--- src/rtl/ahb_mtx_input_hold_stage_pkg.sv ---
// Shared encodings for the bus-matrix input hold stage: AHB transfer, burst and
// response codes plus the hold FSM state type.
package ahb_mtx_input_hold_stage_pkg;

   localparam logic [1:0] TRN_IDLE   = 2'b00;
   localparam logic [1:0] TRN_BUSY   = 2'b01;
   localparam logic [1:0] TRN_NONSEQ = 2'b10;
   localparam logic [1:0] TRN_SEQ    = 2'b11;

   localparam logic [2:0] BUR_SINGLE = 3'b000;
   localparam logic [2:0] BUR_INCR   = 3'b001;
   localparam logic [2:0] BUR_INCR4  = 3'b011;

   localparam logic RESP_OKAY  = 1'b0;
   localparam logic RESP_ERROR = 1'b1;

   typedef enum logic [1:0] {
      ST_IDLE = 2'b00,
      ST_HELD = 2'b01,
      ST_DATA = 2'b10
   } hold_state_e;

   // NONSEQ and SEQ are the only transfer types that carry real work.
   function automatic logic is_active_trans(input logic [1:0] trans);
      return trans[1];
   endfunction

endpackage

--- src/rtl/ahb_mtx_input_hold_stage_if.sv ---
// Master-side AHB slave-port signals of one bus-matrix input stage.
interface ahb_mtx_input_hold_stage_if #(
   parameter int ADDR_WIDTH = 32
) ();

   logic                  HSELS;
   logic [ADDR_WIDTH-1:0] HADDRS;
   logic [1:0]            HTRANSS;
   logic                  HWRITES;
   logic [2:0]            HSIZES;
   logic [2:0]            HBURSTS;
   logic [3:0]            HPROTS;
   logic                  HMASTLOCKS;
   logic                  HREADYS;
   logic                  HREADYOUTS;
   logic                  HRESPS;

   modport master (
      output HSELS, HADDRS, HTRANSS, HWRITES, HSIZES, HBURSTS, HPROTS,
             HMASTLOCKS, HREADYS,
      input  HREADYOUTS, HRESPS
   );

   modport slave (
      input  HSELS, HADDRS, HTRANSS, HWRITES, HSIZES, HBURSTS, HPROTS,
             HMASTLOCKS, HREADYS,
      output HREADYOUTS, HRESPS
   );

endinterface

--- src/rtl/ahb_mtx_input_hold_stage.sv ---
// Per-master input stage of the AHB bus matrix: holds an address phase the
// target port cannot accept yet, requests the port and stalls the master.
module ahb_mtx_input_hold_stage
   import ahb_mtx_input_hold_stage_pkg::*;
#(
   parameter int ADDR_WIDTH = 32
) (
   input  logic                  HCLK,
   input  logic                  HRESETn,
   ahb_mtx_input_hold_stage_if.slave ahb,
   input  logic                  active_op,
   input  logic                  hready_op,
   input  logic                  hresp_op,
   output logic                  req_op,
   output logic                  sel_op,
   output logic [ADDR_WIDTH-1:0] addr_op,
   output logic [1:0]            trans_op,
   output logic                  write_op,
   output logic [2:0]            size_op,
   output logic [2:0]            burst_op,
   output logic [3:0]            prot_op,
   output logic                  mastlock_op,
   output logic                  held_tran_op
);

   hold_state_e           state;
   logic [ADDR_WIDTH-1:0] hold_addr;
   logic [1:0]            hold_trans;
   logic                  hold_write;
   logic [2:0]            hold_size;
   logic [2:0]            hold_burst;
   logic [3:0]            hold_prot;
   logic                  hold_lock;
   logic                  valid_in;
   logic                  held;

   assign valid_in = ahb.HSELS & ahb.HREADYS & is_active_trans(ahb.HTRANSS);
   assign held     = (state == ST_HELD);

   // Every accepted address phase is captured so it is ready if the port refuses it.
   always_ff @(posedge HCLK or negedge HRESETn) begin
      if (!HRESETn) begin
         hold_addr  <= '0;
         hold_trans <= TRN_IDLE;
         hold_write <= 1'b0;
         hold_size  <= '0;
         hold_burst <= BUR_SINGLE;
         hold_prot  <= '0;
         hold_lock  <= 1'b0;
      end else if (ahb.HREADYS) begin
         hold_addr  <= ahb.HADDRS;
         hold_trans <= ahb.HTRANSS;
         hold_write <= ahb.HWRITES;
         hold_size  <= ahb.HSIZES;
         hold_burst <= ahb.HBURSTS;
         hold_prot  <= ahb.HPROTS;
         hold_lock  <= ahb.HMASTLOCKS;
      end
   end

   always_ff @(posedge HCLK or negedge HRESETn) begin
      if (!HRESETn) begin
         state <= ST_IDLE;
      end else begin
         case (state)
            ST_IDLE: begin
               if (valid_in) state <= active_op ? ST_DATA : ST_HELD;
            end
            ST_HELD: begin
               if (active_op) state <= ST_DATA;
            end
            ST_DATA: begin
               // The closing ERROR beat drops any transfer that would otherwise wait in HELD.
               if (hready_op) begin
                  if (valid_in && active_op)                state <= ST_DATA;
                  else if (valid_in && (hresp_op == RESP_OKAY)) state <= ST_HELD;
                  else                                      state <= ST_IDLE;
               end
            end
            default: state <= ST_IDLE;
         endcase
      end
   end

   always_comb begin
      req_op       = valid_in | held;
      held_tran_op = held;
      sel_op       = ahb.HSELS;
      addr_op      = ahb.HADDRS;
      trans_op     = ahb.HSELS ? ahb.HTRANSS : TRN_IDLE;
      write_op     = ahb.HWRITES;
      size_op      = ahb.HSIZES;
      burst_op     = ahb.HBURSTS;
      prot_op      = ahb.HPROTS;
      mastlock_op  = ahb.HMASTLOCKS;
      if (held) begin
         sel_op      = 1'b1;
         addr_op     = hold_addr;
         write_op    = hold_write;
         size_op     = hold_size;
         prot_op     = hold_prot;
         mastlock_op = hold_lock;
         // A stalled SEQ beat restarts as an INCR burst so the arbiter recounts beats.
         if (hold_trans == TRN_SEQ) begin
            trans_op = TRN_NONSEQ;
            burst_op = BUR_INCR;
         end else begin
            trans_op = hold_trans;
            burst_op = hold_burst;
         end
      end
   end

   always_comb begin
      ahb.HREADYOUTS = 1'b1;
      ahb.HRESPS     = RESP_OKAY;
      case (state)
         ST_HELD: ahb.HREADYOUTS = 1'b0;
         ST_DATA: begin
            ahb.HREADYOUTS = hready_op;
            ahb.HRESPS     = hresp_op;
         end
         default: ;
      endcase
   end

endmodule

--- src/flat_wrapper.sv ---
// flat-port wrapper written by rule: the top's interface ports become plain ports
module ahb_mtx_input_hold_stage_flat import ahb_mtx_input_hold_stage_pkg::*;
#(
   parameter int ADDR_WIDTH = 32
)
  (HCLK, HRESETn, active_op, hready_op, hresp_op, req_op, sel_op, addr_op, trans_op, write_op, size_op, burst_op, prot_op, mastlock_op, held_tran_op, ahb_HSELS, ahb_HADDRS, ahb_HTRANSS, ahb_HWRITES, ahb_HSIZES, ahb_HBURSTS, ahb_HPROTS, ahb_HMASTLOCKS, ahb_HREADYS, ahb_HREADYOUTS, ahb_HRESPS);
  ahb_mtx_input_hold_stage_if #(.ADDR_WIDTH(ADDR_WIDTH)) ahb_i ();
  input  logic HCLK;
  input  logic HRESETn;
  input  logic active_op;
  input  logic hready_op;
  input  logic hresp_op;
  output logic req_op;
  output logic sel_op;
  output logic [ADDR_WIDTH-1:0] addr_op;
  output logic [1:0] trans_op;
  output logic write_op;
  output logic [2:0] size_op;
  output logic [2:0] burst_op;
  output logic [3:0] prot_op;
  output logic mastlock_op;
  output logic held_tran_op;
  input wire logic [$bits(ahb_i.HSELS)-1:0] ahb_HSELS;
  input wire logic [$bits(ahb_i.HADDRS)-1:0] ahb_HADDRS;
  input wire logic [$bits(ahb_i.HTRANSS)-1:0] ahb_HTRANSS;
  input wire logic [$bits(ahb_i.HWRITES)-1:0] ahb_HWRITES;
  input wire logic [$bits(ahb_i.HSIZES)-1:0] ahb_HSIZES;
  input wire logic [$bits(ahb_i.HBURSTS)-1:0] ahb_HBURSTS;
  input wire logic [$bits(ahb_i.HPROTS)-1:0] ahb_HPROTS;
  input wire logic [$bits(ahb_i.HMASTLOCKS)-1:0] ahb_HMASTLOCKS;
  input wire logic [$bits(ahb_i.HREADYS)-1:0] ahb_HREADYS;
  output wire logic [$bits(ahb_i.HREADYOUTS)-1:0] ahb_HREADYOUTS;
  output wire logic [$bits(ahb_i.HRESPS)-1:0] ahb_HRESPS;
  assign ahb_i.HSELS = ahb_HSELS;
  assign ahb_i.HADDRS = ahb_HADDRS;
  assign ahb_i.HTRANSS = ahb_HTRANSS;
  assign ahb_i.HWRITES = ahb_HWRITES;
  assign ahb_i.HSIZES = ahb_HSIZES;
  assign ahb_i.HBURSTS = ahb_HBURSTS;
  assign ahb_i.HPROTS = ahb_HPROTS;
  assign ahb_i.HMASTLOCKS = ahb_HMASTLOCKS;
  assign ahb_i.HREADYS = ahb_HREADYS;
  assign ahb_HREADYOUTS = ahb_i.HREADYOUTS;
  assign ahb_HRESPS = ahb_i.HRESPS;
  ahb_mtx_input_hold_stage #(.ADDR_WIDTH(ADDR_WIDTH)) u_core (.HCLK(HCLK), .HRESETn(HRESETn), .ahb(ahb_i), .active_op(active_op), .hready_op(hready_op), .hresp_op(hresp_op), .req_op(req_op), .sel_op(sel_op), .addr_op(addr_op), .trans_op(trans_op), .write_op(write_op), .size_op(size_op), .burst_op(burst_op), .prot_op(prot_op), .mastlock_op(mastlock_op), .held_tran_op(held_tran_op));
endmodule
--- config.mk ---
export PLATFORM = sky130hd
export DESIGN_NAME = ahb_mtx_input_hold_stage_flat
export DESIGN_NICKNAME = d
export VERILOG_FILES = /design/src/rtl/ahb_mtx_input_hold_stage_pkg.sv /design/src/rtl/ahb_mtx_input_hold_stage_if.sv /design/src/rtl/ahb_mtx_input_hold_stage.sv /design/src/flat_wrapper.sv
export SDC_FILE = /design/constraint.sdc
export NUM_CORES = 1
export LEC_CHECK = 0
export BUFFER_PORTS_ARGS = -buffer_cell sky130_fd_sc_hd__buf_4
export CORE_MARGIN = 2
export CORE_UTILIZATION = 52
export DETAILED_ROUTE_END_ITERATION = 7
export PLACE_DENSITY = 0.92
export SETUP_SLACK_MARGIN = 0.5
export SLEW_MARGIN = 5
export SYNTH_ARGS = -nofsm -noshare
export SYNTH_HDL_FRONTEND = slang
export SYNTH_SLANG_ARGS = --single-unit
--- constraint.sdc ---
create_clock -name HCLK -period 2.44 [get_ports HCLK]
set_clock_uncertainty 0.2 [all_clocks]
set_input_delay 0.488 -clock HCLK [delete_from_list [all_inputs] [get_ports HCLK]]
set_output_delay 0.488 -clock HCLK [all_outputs]
set_load 0.02 [all_outputs]
==> flow_summary.rst <==
.. list-table::
   :header-rows: 1

   * - Metric
     - Value
   * - Dominant combinational cell family by area after synthesis
     - multiplexers
   * - Largest stage delay on the critical path
     - 0.44 ns
   * - Final cycle utilization of the critical path
     - 0.9561
   * - Seq cells post-synth
     - 48
   * - Syn_nets
     - 224
   * - Number of antenna violations at the first check in global routing
     - 0
   * - Commonest cells after routing, fill and taps aside
     - 84 x buf_4, 67 x mux2_2, 46 x dfrtp_1, 24 x buf_6, 22 x mux2_4
   * - Final count of pins violating max slew
     - 0
   * - Kind of launch point of the worst setup path
     - flip-flop
   * - Vias
     - 1787
   * - Wire per inst
     - 17.49 um
   * - Total of max-cap violations
     - 0
   * - CP max-delay cell
     - dfrtp_2
   * - Final worst slack
     - 0.1071 ns
   * - CTS tree
     - built
   * - # port buffers
     - 103
   * - Total negative slack for setup checks
     - 0 ns
   * - Maximum fanout encountered on the critical timing path
     - 29
   * - Residual DRC
     - 0
   * - Worst slew margin relative to its limit
     - 0.6062
   * - First-pass iteration count of the detailed router
     - 4
   * - Initial cell density of the core
     - 0.5328
   * - I/O pin count
     - 104
   * - Share of synthesized cell area in full adder, half adder and majority cells
     - 0
   * - Antenna-violating nets left
     - 0
   * - Layout Nets
     - 333
   * - Pwr/cell area
     - 545.3 nW/um^2
   * - Worst EP arrival
     - 1.64 ns
   * - Netlist area before placement
     - 2500 um^2
   * - Required time of the critical path
     - 1.75 ns
   * - Die Area
     - 5378 um^2
   * - Die height
     - 73.34 um
   * - Number of buffers created by CTS
     - 5
   * - Minimum setup slack among reg-to-reg paths
     - 0.77 ns
   * - Clk sink count
     - 48
   * - Worst VDD drop
     - 0.0003553 V
   * - Number of inserted diodes
     - 0
   * - Shortest period the worst path allows
     - 2.333 ns
   * - Highest achievable clock rate
     - 0.4286 GHz
   * - Clock insertion delay at the later pin of the skew report
     - 0.29 ns
   * - Global Route Usage Sum
     - 0.2028
   * - Post-Route WL
     - 5860 um
   * - HPWL reported at the end of detailed placement
     - 3770 um
   * - Sort of element at the end of the critical path
     - output port
   * - Leakage power
     - 1.685 nW
   * - Result of the run
     - finished clean
   * - Share of synthesized area occupied by flip-flops and latches
     - 0.4805
   * - H-tree Lvls
     - 2
   * - Worst-path cell chain
     - nor2b_4 -> buf_12 -> mux2_2 -> buf_4
   * - Avg Vias per Cell
     - 5.334
   * - XOR/XNOR share of the synthesized area
     - 0
   * - Post-synthesis average cell area
     - 14.62 um^2
   * - Signed area change from the synthesized netlist to the final layout
     - 45.30%
   * - Max Root-Sink Buffers
     - 2
   * - Row cnt
     - 25
   * - Share of final-layout standard cells stronger than drive strength 1
     - 0.7651
   * - Clock-pin slew on the worst setup and hold paths
     - 0.08 ns
   * - CTS root buf
     - clkbuf_8
   * - Maximum number of pins on one net before global-route repair
     - 49
   * - Type of the worst min-delay path
     - input port to asynchronous set/reset pin
   * - Residual overflow from global routing
     - 0
   * - Worst slack after detailed placement
     - 0.3485 ns
   * - Post-Synth Simple-Gate Area
     - 0.03804
   * - Global-route wire length before repair
     - 8397 um
   * - CORE AREA
     - 4692 um^2
   * - Die width
     - 73.34 um
   * - Via count of the first global-routing pass
     - 1792
   * - Cell count after synthesis
     - 171
   * - Overall Power
     - 1.981 mW
   * - Commonest non-fill, non-tap cell in the layout
     - buf_4
   * - Least-Margin Pin Slew
     - 0.5908 ns
   * - Library cells used by synthesis
     - 26
   * - Hold Vio Cnt, Final
     - 0
   * - 1st-iter DRT viols
     - 33
   * - GP Congestion
     - 0.7888
   * - Final setup violation count
     - 0
   * - Warnings, synthesis
     - 0
   * - Unrepaired setup endpoints after global routing
     - true
   * - Area fraction in compound gates after synthesis
     - 0.02152
   * - Critical path start-end classification
     - flip-flop to output port
   * - Share of cell area taken by muxes after synthesis
     - 0.4049
[cell type report]
type | count | area, um^2
Inverter | 1 | 3.754
Multi-Input combinational cell | 111 | 1249
Sequential cell | 48 | 1204
Timing Repair Buffer | 113 | 1018
Fill cell | 315 | 1060
Clock buffer | 8 | 90.09
Tap cell | 54 | 67.56
[state kept, by name, summed over array words and instances, names as in the netlist]
signal,flops
u_core.hold_addr,32
u_core.hold_prot,4
u_core.hold_burst,3
u_core.hold_size,3
u_core.hold_trans,2
u_core.state,2
u_core.hold_lock,1
u_core.hold_write,1
[critical path: cells and delay by family, from the launching register on]
family | cells | cell delay, ns
mux | 1 | 0.37
buf+inv | 2 | 0.37
flops | 1 | 0.44
simple gates | 1 | 0.18
[routing by layer]
layer / part of all wire / vias up / wire length (um) / track usage
met1: 0.40 / 873 / 2370 / 0.2432
met2: 0.52 / 72 / 3040 / 0.3514
met4: 0.017 / 0 / 97 / 0.07071
met5: 0 / - / 0 / 0
li1: - / 834 / - / -
met3: 0.060 / 8 / 351 / 0.05487
[final timing paths]
kind                                        end                 start  cells past startpoint
max in group asynchronous       u_core.state[1]               HRESETn                      1
max                                 addr_op[22]       u_core.state[1]                      4
min                        u_core.hold_addr[26]               HRESETn                      1
max reg2reg                     u_core.state[0]       u_core.state[0]                      3
min in group HCLK               u_core.state[0]             active_op                      2
min reg2reg                u_core.hold_burst[1]  u_core.hold_burst[1]                      1
[timing repair]
item	CTS	global route
resized for setup	4	46
hold buffers	0	0
pin swaps	0	0
endpoints found under the hold margin	0	0
cloned	1	2
setup endpoints to repair	50	50
buffers inserted	4	0
[where the power goes]
group / leakage, nW / total, mW / switching (mW) / internal [mW]
clock network: 0.0455 / 0.476 / 0.245 / 0.231
registers: 0.562 / 0.920 / 0.0457 / 0.874
logic: 1.08 / 0.584 / 0.249 / 0.336
total: 1.69 / 1.98 / 0.540 / 1.44
[metrics by stage]
stage / cells / hold WS [ns] / instance area, um^2 / util
2_1_floorplan: 171 / -0.007591 / 2500 / -
3_3_place_gp: 320 / 0.2828 / 3254 / 0.6936
3_5_place_dp: 320 / 0.2897 / 3254 / 0.6936
4_1_cts: 333 / 0.01914 / 3410 / 0.7267
5_1_grt: 335 / 0.03872 / 3632 / 0.7741
6_report: 335 / 0.0009236 / 3632 / 0.7741
[synth_stat cells]
| cell | instances | area, um^2 |
|---|---|---|
| buf_12 | 4 | 80.08 |
| nand3b_1 | 1 | 7.510 |
| nand2_1 | 2 | 7.510 |
| nand4bb_1 | 1 | 11.26 |
| buf_4 | 1 | 7.510 |
| or3b_2 | 1 | 8.760 |
| and2b_1 | 1 | 7.510 |
| and3_1 | 1 | 6.260 |
| a21boi_0 | 2 | 15.01 |
| mux2_2 | 89 | 1002 |
| and3b_1 | 1 | 8.760 |
| inv_1 | 1 | 3.750 |
| mux2i_1 | 1 | 10.01 |
| a221o_1 | 1 | 10.01 |
| a31oi_1 | 1 | 6.260 |
| nor2b_4 | 1 | 13.76 |
| nor3b_1 | 1 | 7.510 |
| buf_2 | 4 | 20.02 |
| or2_2 | 2 | 12.51 |
| nor2_1 | 1 | 3.750 |
| buf_8 | 1 | 15.01 |
| o21ai_0 | 2 | 10.01 |
| buf_6 | 1 | 11.26 |
| a21oi_1 | 1 | 5.000 |
| dfrtp_1 | 48 | 1201 |
| a211oi_1 | 1 | 7.510 |
[cells by family after synthesis]
family | Yosys count
AOI/OAI and AO/OA | 8
buffers and inverters | 12
DFF | 48
muxes | 90
and+or+nand+nor | 13
Power figures use the tool's default switching activity.
